`src/rtl/rgb_pwm_driver.sv`:
```
// rgb_pwm_driver: three-channel PWM output stage for an RGB LED.
// Each channel takes a duty in clk cycles per period. New duties are captured
// into pending registers on duty_load and committed to the active registers
// only at a period boundary, so a period in flight is never disturbed.
// Optional build macro PWM_CENTER_ALIGNED_EN selects an up/down counter,
// which gives 2*PWM_INTERVAL-cycle periods with pulses centred on the boundary.
// Without it, the counter is a left-aligned sawtooth.
module rgb_pwm_driver #(
    parameter int PWM_INTERVAL = 1200,
    parameter bit ACTIVE_LOW   = 1'b1,
    parameter int DUTY_W       = $clog2(PWM_INTERVAL)
) (
    input  logic              clk,
    input  logic              rst,
    input  logic              enable,
    input  logic [DUTY_W-1:0] duty_r,
    input  logic [DUTY_W-1:0] duty_g,
    input  logic [DUTY_W-1:0] duty_b,
    input  logic              duty_load,
    output logic              period_start,
    output logic              led_r,
    output logic              led_g,
    output logic              led_b
);

    // Internal width must hold PWM_INTERVAL itself (the 100% duty value).
    localparam int            CW        = $clog2(PWM_INTERVAL + 1);
    localparam logic [CW-1:0] CNT_TOP   = CW'(PWM_INTERVAL - 1);
    localparam logic [CW-1:0] DUTY_FULL = CW'(PWM_INTERVAL);

    logic [2:0][DUTY_W-1:0] duty_raw;
    logic [2:0][CW-1:0]     duty_sat;
    logic [2:0][CW-1:0]     pending;
    logic [2:0][CW-1:0]     active;
    logic [2:0]             led_q;
    logic [CW-1:0]          cnt;
    logic                   wrap;   // last cycle of a period: commit point
    logic                   first;  // first cycle of a period

    assign duty_raw = {duty_b, duty_g, duty_r};

    // Clamp incoming duties so anything at or above the period means always on.
    always_comb begin
        // NOTE: every combinational output gets a default first so no path can infer a latch.
        duty_sat = '0;
        for (int i = 0; i < 3; i++) begin
            if (32'(duty_raw[i]) >= 32'(PWM_INTERVAL))
                duty_sat[i] = DUTY_FULL;
            else
                duty_sat[i] = CW'(duty_raw[i]);
        end
    end

`ifdef PWM_CENTER_ALIGNED_EN
    logic down;  // 1 during the down-counting half of the period

    // The period boundary is the bottom turnaround: down phase ends at 0, up phase begins at 0.
    assign wrap  = down && (cnt == '0);
    assign first = !down && (cnt == '0);

    // Up/down counter; each end value is held for two cycles (one per phase).
    always_ff @(posedge clk or posedge rst) begin
        if (rst) begin
            cnt  <= '0;
            down <= 1'b0;
        end else if (!enable) begin
            cnt  <= '0;
            down <= 1'b0;
        end else if (!down) begin
            if (cnt == CNT_TOP)
                down <= 1'b1;
            else
                cnt <= cnt + CW'(1);
        end else begin
            if (cnt == '0)
                down <= 1'b0;
            else
                cnt <= cnt - CW'(1);
        end
    end
`else
    assign wrap  = (cnt == CNT_TOP);
    assign first = (cnt == '0);

    // Sawtooth counter 0..PWM_INTERVAL-1, parked at 0 while disabled.
    always_ff @(posedge clk or posedge rst) begin
        // NOTE: state registers use non-blocking assignment so all flops see pre-edge values.
        if (rst)
            cnt <= '0;
        else if (!enable || wrap)
            cnt <= '0;
        else
            cnt <= cnt + CW'(1);
    end
`endif

    // Capture on duty_load; commit pending to active at the boundary or continuously while idle.
    always_ff @(posedge clk or posedge rst) begin
        if (rst) begin
            pending <= '0;
            active  <= '0;
        end else begin
            if (duty_load)
                pending <= duty_sat;
            // A load landing on the commit cycle bypasses pending so the next period uses it.
            if (!enable || wrap)
                active <= duty_load ? duty_sat : pending;
        end
    end

    // Registered pin drive and period strobe, both reflecting the counter value of the previous cycle.
    always_ff @(posedge clk or posedge rst) begin
        if (rst) begin
            led_q        <= {3{ACTIVE_LOW}};
            period_start <= 1'b0;
        end else begin
            for (int i = 0; i < 3; i++)
                led_q[i] <= (enable && (cnt < active[i])) ^ ACTIVE_LOW;
            period_start <= enable && first;
        end
    end

    assign led_r = led_q[0];
    assign led_g = led_q[1];
    assign led_b = led_q[2];

endmodule
```
`config.mk`:
```
export PLATFORM = sky130hd
export DESIGN_NAME = rgb_pwm_driver
export DESIGN_NICKNAME = d
export VERILOG_FILES = /design/src/rtl/rgb_pwm_driver.sv
export SDC_FILE = /design/constraint.sdc
export NUM_CORES = 1
export LEC_CHECK = 0
export ABC_AREA = 1
export BUFFER_PORTS_ARGS = -buffer_cell sky130_fd_sc_hd__buf_2
export CAP_MARGIN = 20
export CORE_AREA = 5 5 145 147
export CTS_CLUSTER_SIZE = 20
export DETAILED_ROUTE_END_ITERATION = 8
export DIE_AREA = 0 0 150 152
export SETUP_SLACK_MARGIN = 0.5
export SLEW_MARGIN = 20
export SYNTH_ARGS = -nofsm -noshare
export SYNTH_HDL_FRONTEND = slang
export SYNTH_SLANG_ARGS = --single-unit
```
`constraint.sdc`:
```
create_clock -name clk -period 2.4 [get_ports clk]
set_input_delay 0 -clock clk [delete_from_list [all_inputs] [get_ports clk]]
set_output_delay 0 -clock clk [all_outputs]
set_load 0.005 [all_outputs]
```
==> flow_metrics.env <==
export IMPL_antennaDiodeCount=0
export IMPL_fp_dieW_um=150
export IMPL_tightest_slew_ns=0.672
export IMPL_synthesis_area_sq_mm=0.00438
export IMPL_clk_pin_slew_ns=0.06
export IMPL_route_detailed_drc=0
export IMPL_grt_first_pass_wirelength_um=16900
export IMPL_async_flop_share_pct=100
export IMPL_hp_start="duty_g[7]"
export IMPL_status="completed"
export IMPL_r2r_end="active[2]"
export IMPL_grt_setup_unrepaired="no"
export IMPL_yosys_warnings=0
export IMPL_setup_worst_path_end="active[2]"
export IMPL_maxSlewHeadroom_pct=54.9
export IMPL_reg2reg_from="cnt[1]"
export IMPL_dieArea_sq_mm=0.0228
export IMPL_reg2reg_slack_ns=0.70
export IMPL_antenna_left=0
export IMPL_rows=52
export IMPL_drive_above_1_share_pct=12.3
export IMPL_grt_max_degree=82
export IMPL_clockBufferDepth=2
export IMPL_die_h_um=152
export IMPL_portBuffers=40
export IMPL_cts_sink_count=81
export IMPL_vias=3576
export IMPL_finalInstanceArea_sq_mm=0.00528
export IMPL_hold_viol=0
export IMPL_crit_path_end_kind="flop"
export IMPL_synth_seq_area_share_pct=46.3
export IMPL_dr_pass1_iters=4
export IMPL_power_density_mw_per_mm2=613
export IMPL_p_switching_mw=0.851
export IMPL_cp_startpoint="cnt[1]"
export IMPL_wire_per_inst_um=11.1
export IMPL_antenna_found_initial=0
export IMPL_root_buffer="clkbuf_16"
export IMPL_p_seq_share_pct=47.5
export IMPL_drv_slew=0
export IMPL_htree_levels=3
export IMPL_area_delta_synth_final_pct=20.5
export IMPL_arrival_ns=1.92
export IMPL_design_portCount=41
export IMPL_setup_tns_ns=0
export IMPL_path_max_fanout=29
export IMPL_wirelength_um=10000
export IMPL_avgSynthCellArea_sq_um=7.61
export IMPL_power_share_clock_pct=38.6
export IMPL_critical_path_class="flop to flop"
export IMPL_initial_core_util_pct=22.2
export IMPL_swShare_pct=26.3
export IMPL_syn_inst=576
export IMPL_fin_crit_ns=1.70
export IMPL_synth_flop_cell="dfrtp_1"
export IMPL_clock_latency_ns=0.33
export IMPL_yosysUniqueCellTypes=24
export IMPL_synth_seq_cells=81
export IMPL_grt_overflow=0
export IMPL_reg2regPathDepth=8
export IMPL_cts_made_buffers=9
export IMPL_skew_ns=0.00452
export IMPL_worstHoldPathType="primary input to flop"
export IMPL_fmax_mhz=590
export IMPL_grt_pass1_vias=3527
export IMPL_post_route_period_util_pct=70.7
export IMPL_ir_drop_uv=333
export IMPL_drtIter0Drc=233
export IMPL_grtUsageTotal_pct=9.30
export IMPL_critPathLaunchType="flop"
export IMPL_p_comb_share_pct=13.9
export IMPL_setup_viol=0
export IMPL_hpwlAfterDp_um=7100
export IMPL_cap_violations=0
export IMPL_synthesis_nets=645
export IMPL_via_per_inst=3.95
export IMPL_fillers=2183
export IMPL_post_cts_setup_buffer_count=0
export IMPL_postPlaceCellArea_sq_mm=0.00488
export IMPL_coreArea_sq_mm=0.0198
export IMPL_p_leak_nw=2.86
export IMPL_cts_tree="yes"
export IMPL_p_int_mw=2.39
export IMPL_synth_edf_count=0
export IMPL_routabilityCongestion=0.823
export IMPL_nets=699
export IMPL_critPathRequiredTime_ns=2.62
-- what timing repair did --
item,in CTS,in global routing
endpoints found under the hold margin,86,0
resized for setup,0,6
endpoints found under the setup margin,0,36
hold buffers,12,0
-- placed cells by master (no fill, tap or decap), drive strengths merged, types with 12 or more instances in the layout --
cell and instances:
nand3 53, nor2 53, dlygate4sd3 12, inv 84, clkbuf 13, buf 46
o21ai 14, ha 32, nand2 209, dfrtp 78
-- flip-flops by register name, indices dropped and copies added (netlist names) --
signal,count
pending,33
led_q,3
period_start,1
cnt,11
active,33
-- cell type report --
| cell class | count | area, sq um | area share [%] |
|---|---|---|---|
| clock buffer | 13 | 250 | 4.74 |
| clock inverter | 3 | 17.5 | 0.332 |
| inverter | 86 | 329 | 6.23 |
| multi-input combinational | 394 | 1930 | 36.5 |
| sequential | 81 | 2030 | 38.5 |
| tap | 270 | 338 | 6.40 |
| timing repair buffer | 58 | 385 | 7.30 |
-- critical path, cell delays in order, from the launching register on --
cell     delay (ns)
dfrtp_1        0.46
ha_2           0.27
nand3_2        0.11
nor2_1         0.13
nand2_1        0.07
nand2_2        0.19
inv_4          0.19
nand2_1        0.12
nand2_1        0.05
-- kinds of logic after synthesis --
group                    count (synthesis)  synth area share (%)
AO/OA/AOI/OAI                           27                  3.26
buffers and inverters                  101                  9.74
AND/OR/NAND/NOR                        334                  31.3
XOR/XNOR                                 1                 0.200
flip-flops                              81                  46.3
adder cells (fa/ha/maj)                 32                  9.14
-- metal layers --
metal | global-route usage (%) | up-vias | wire, um
li1 | - | 1880 | -
met2 | 15.1 | 57 | 4630
met5 | 0 | - | 0
met4 | 4.05 | 0 | 203
met1 | 11.9 | 1626 | 4900
met3 | 1.97 | 13 | 306
-- power groups by stage --
stage	logic (mW)	clock network [mW]	registers, mW
6_report	0.449	1.25	1.54
5_1_grt	0.533	1.34	1.55
2_1_floorplan	0.315	0	1.55
3_3_place_gp	0.429	0	1.56
4_1_cts	0.457	1.29	1.54
3_5_place_dp	0.440	0	1.56
-- worst min path at each step --
stage | endpoint | slack (ns) | depth (start not counted)
2_1_floorplan | led_q[0] | 0.09 | 1
3_3_place_gp | active[32] | 0.16 | 3
3_5_place_dp | active[32] | 0.17 | 3
4_1_cts | pending[24] | 0.001 | 5
5_1_grt | pending[30] | 0.02 | 4
6_report | pending[18] | 0.007 | 5
-- cell usage after synthesis, types with 3 or more instances --
library cell | count | area, sq um
a21o_1 | 3 | 22.5
o21ai_1 | 3 | 15.0
or2_2 | 10 | 62.6
nor2_1 | 53 | 199
dfrtp_1 | 78 | 1950
nand3_1 | 52 | 260
buf_6 | 5 | 56.3
dfstp_2 | 3 | 78.8
a21oi_1 | 10 | 50.1
nand2_1 | 208 | 781
nand4_1 | 6 | 37.5
inv_1 | 84 | 315
buf_2 | 7 | 35.0
ha_1 | 32 | 400
o21ai_0 | 11 | 55.1
-- metrics by stage --
step	setup WS, ns	utilization, %	hold slack (ns)	instances	power (mW)
after global placement	0.625	24.7	0.165	877	1.99
after detailed placement	0.589	24.7	0.170	877	2.00
after CTS	0.562	26.6	0.00122	905	3.28
after floorplan	0.871	-	0.0899	576	1.86
final	0.704	26.7	0.00695	905	3.24
after global routing	0.525	26.7	0.0213	905	3.42
Power figures use the tool's default switching activity.
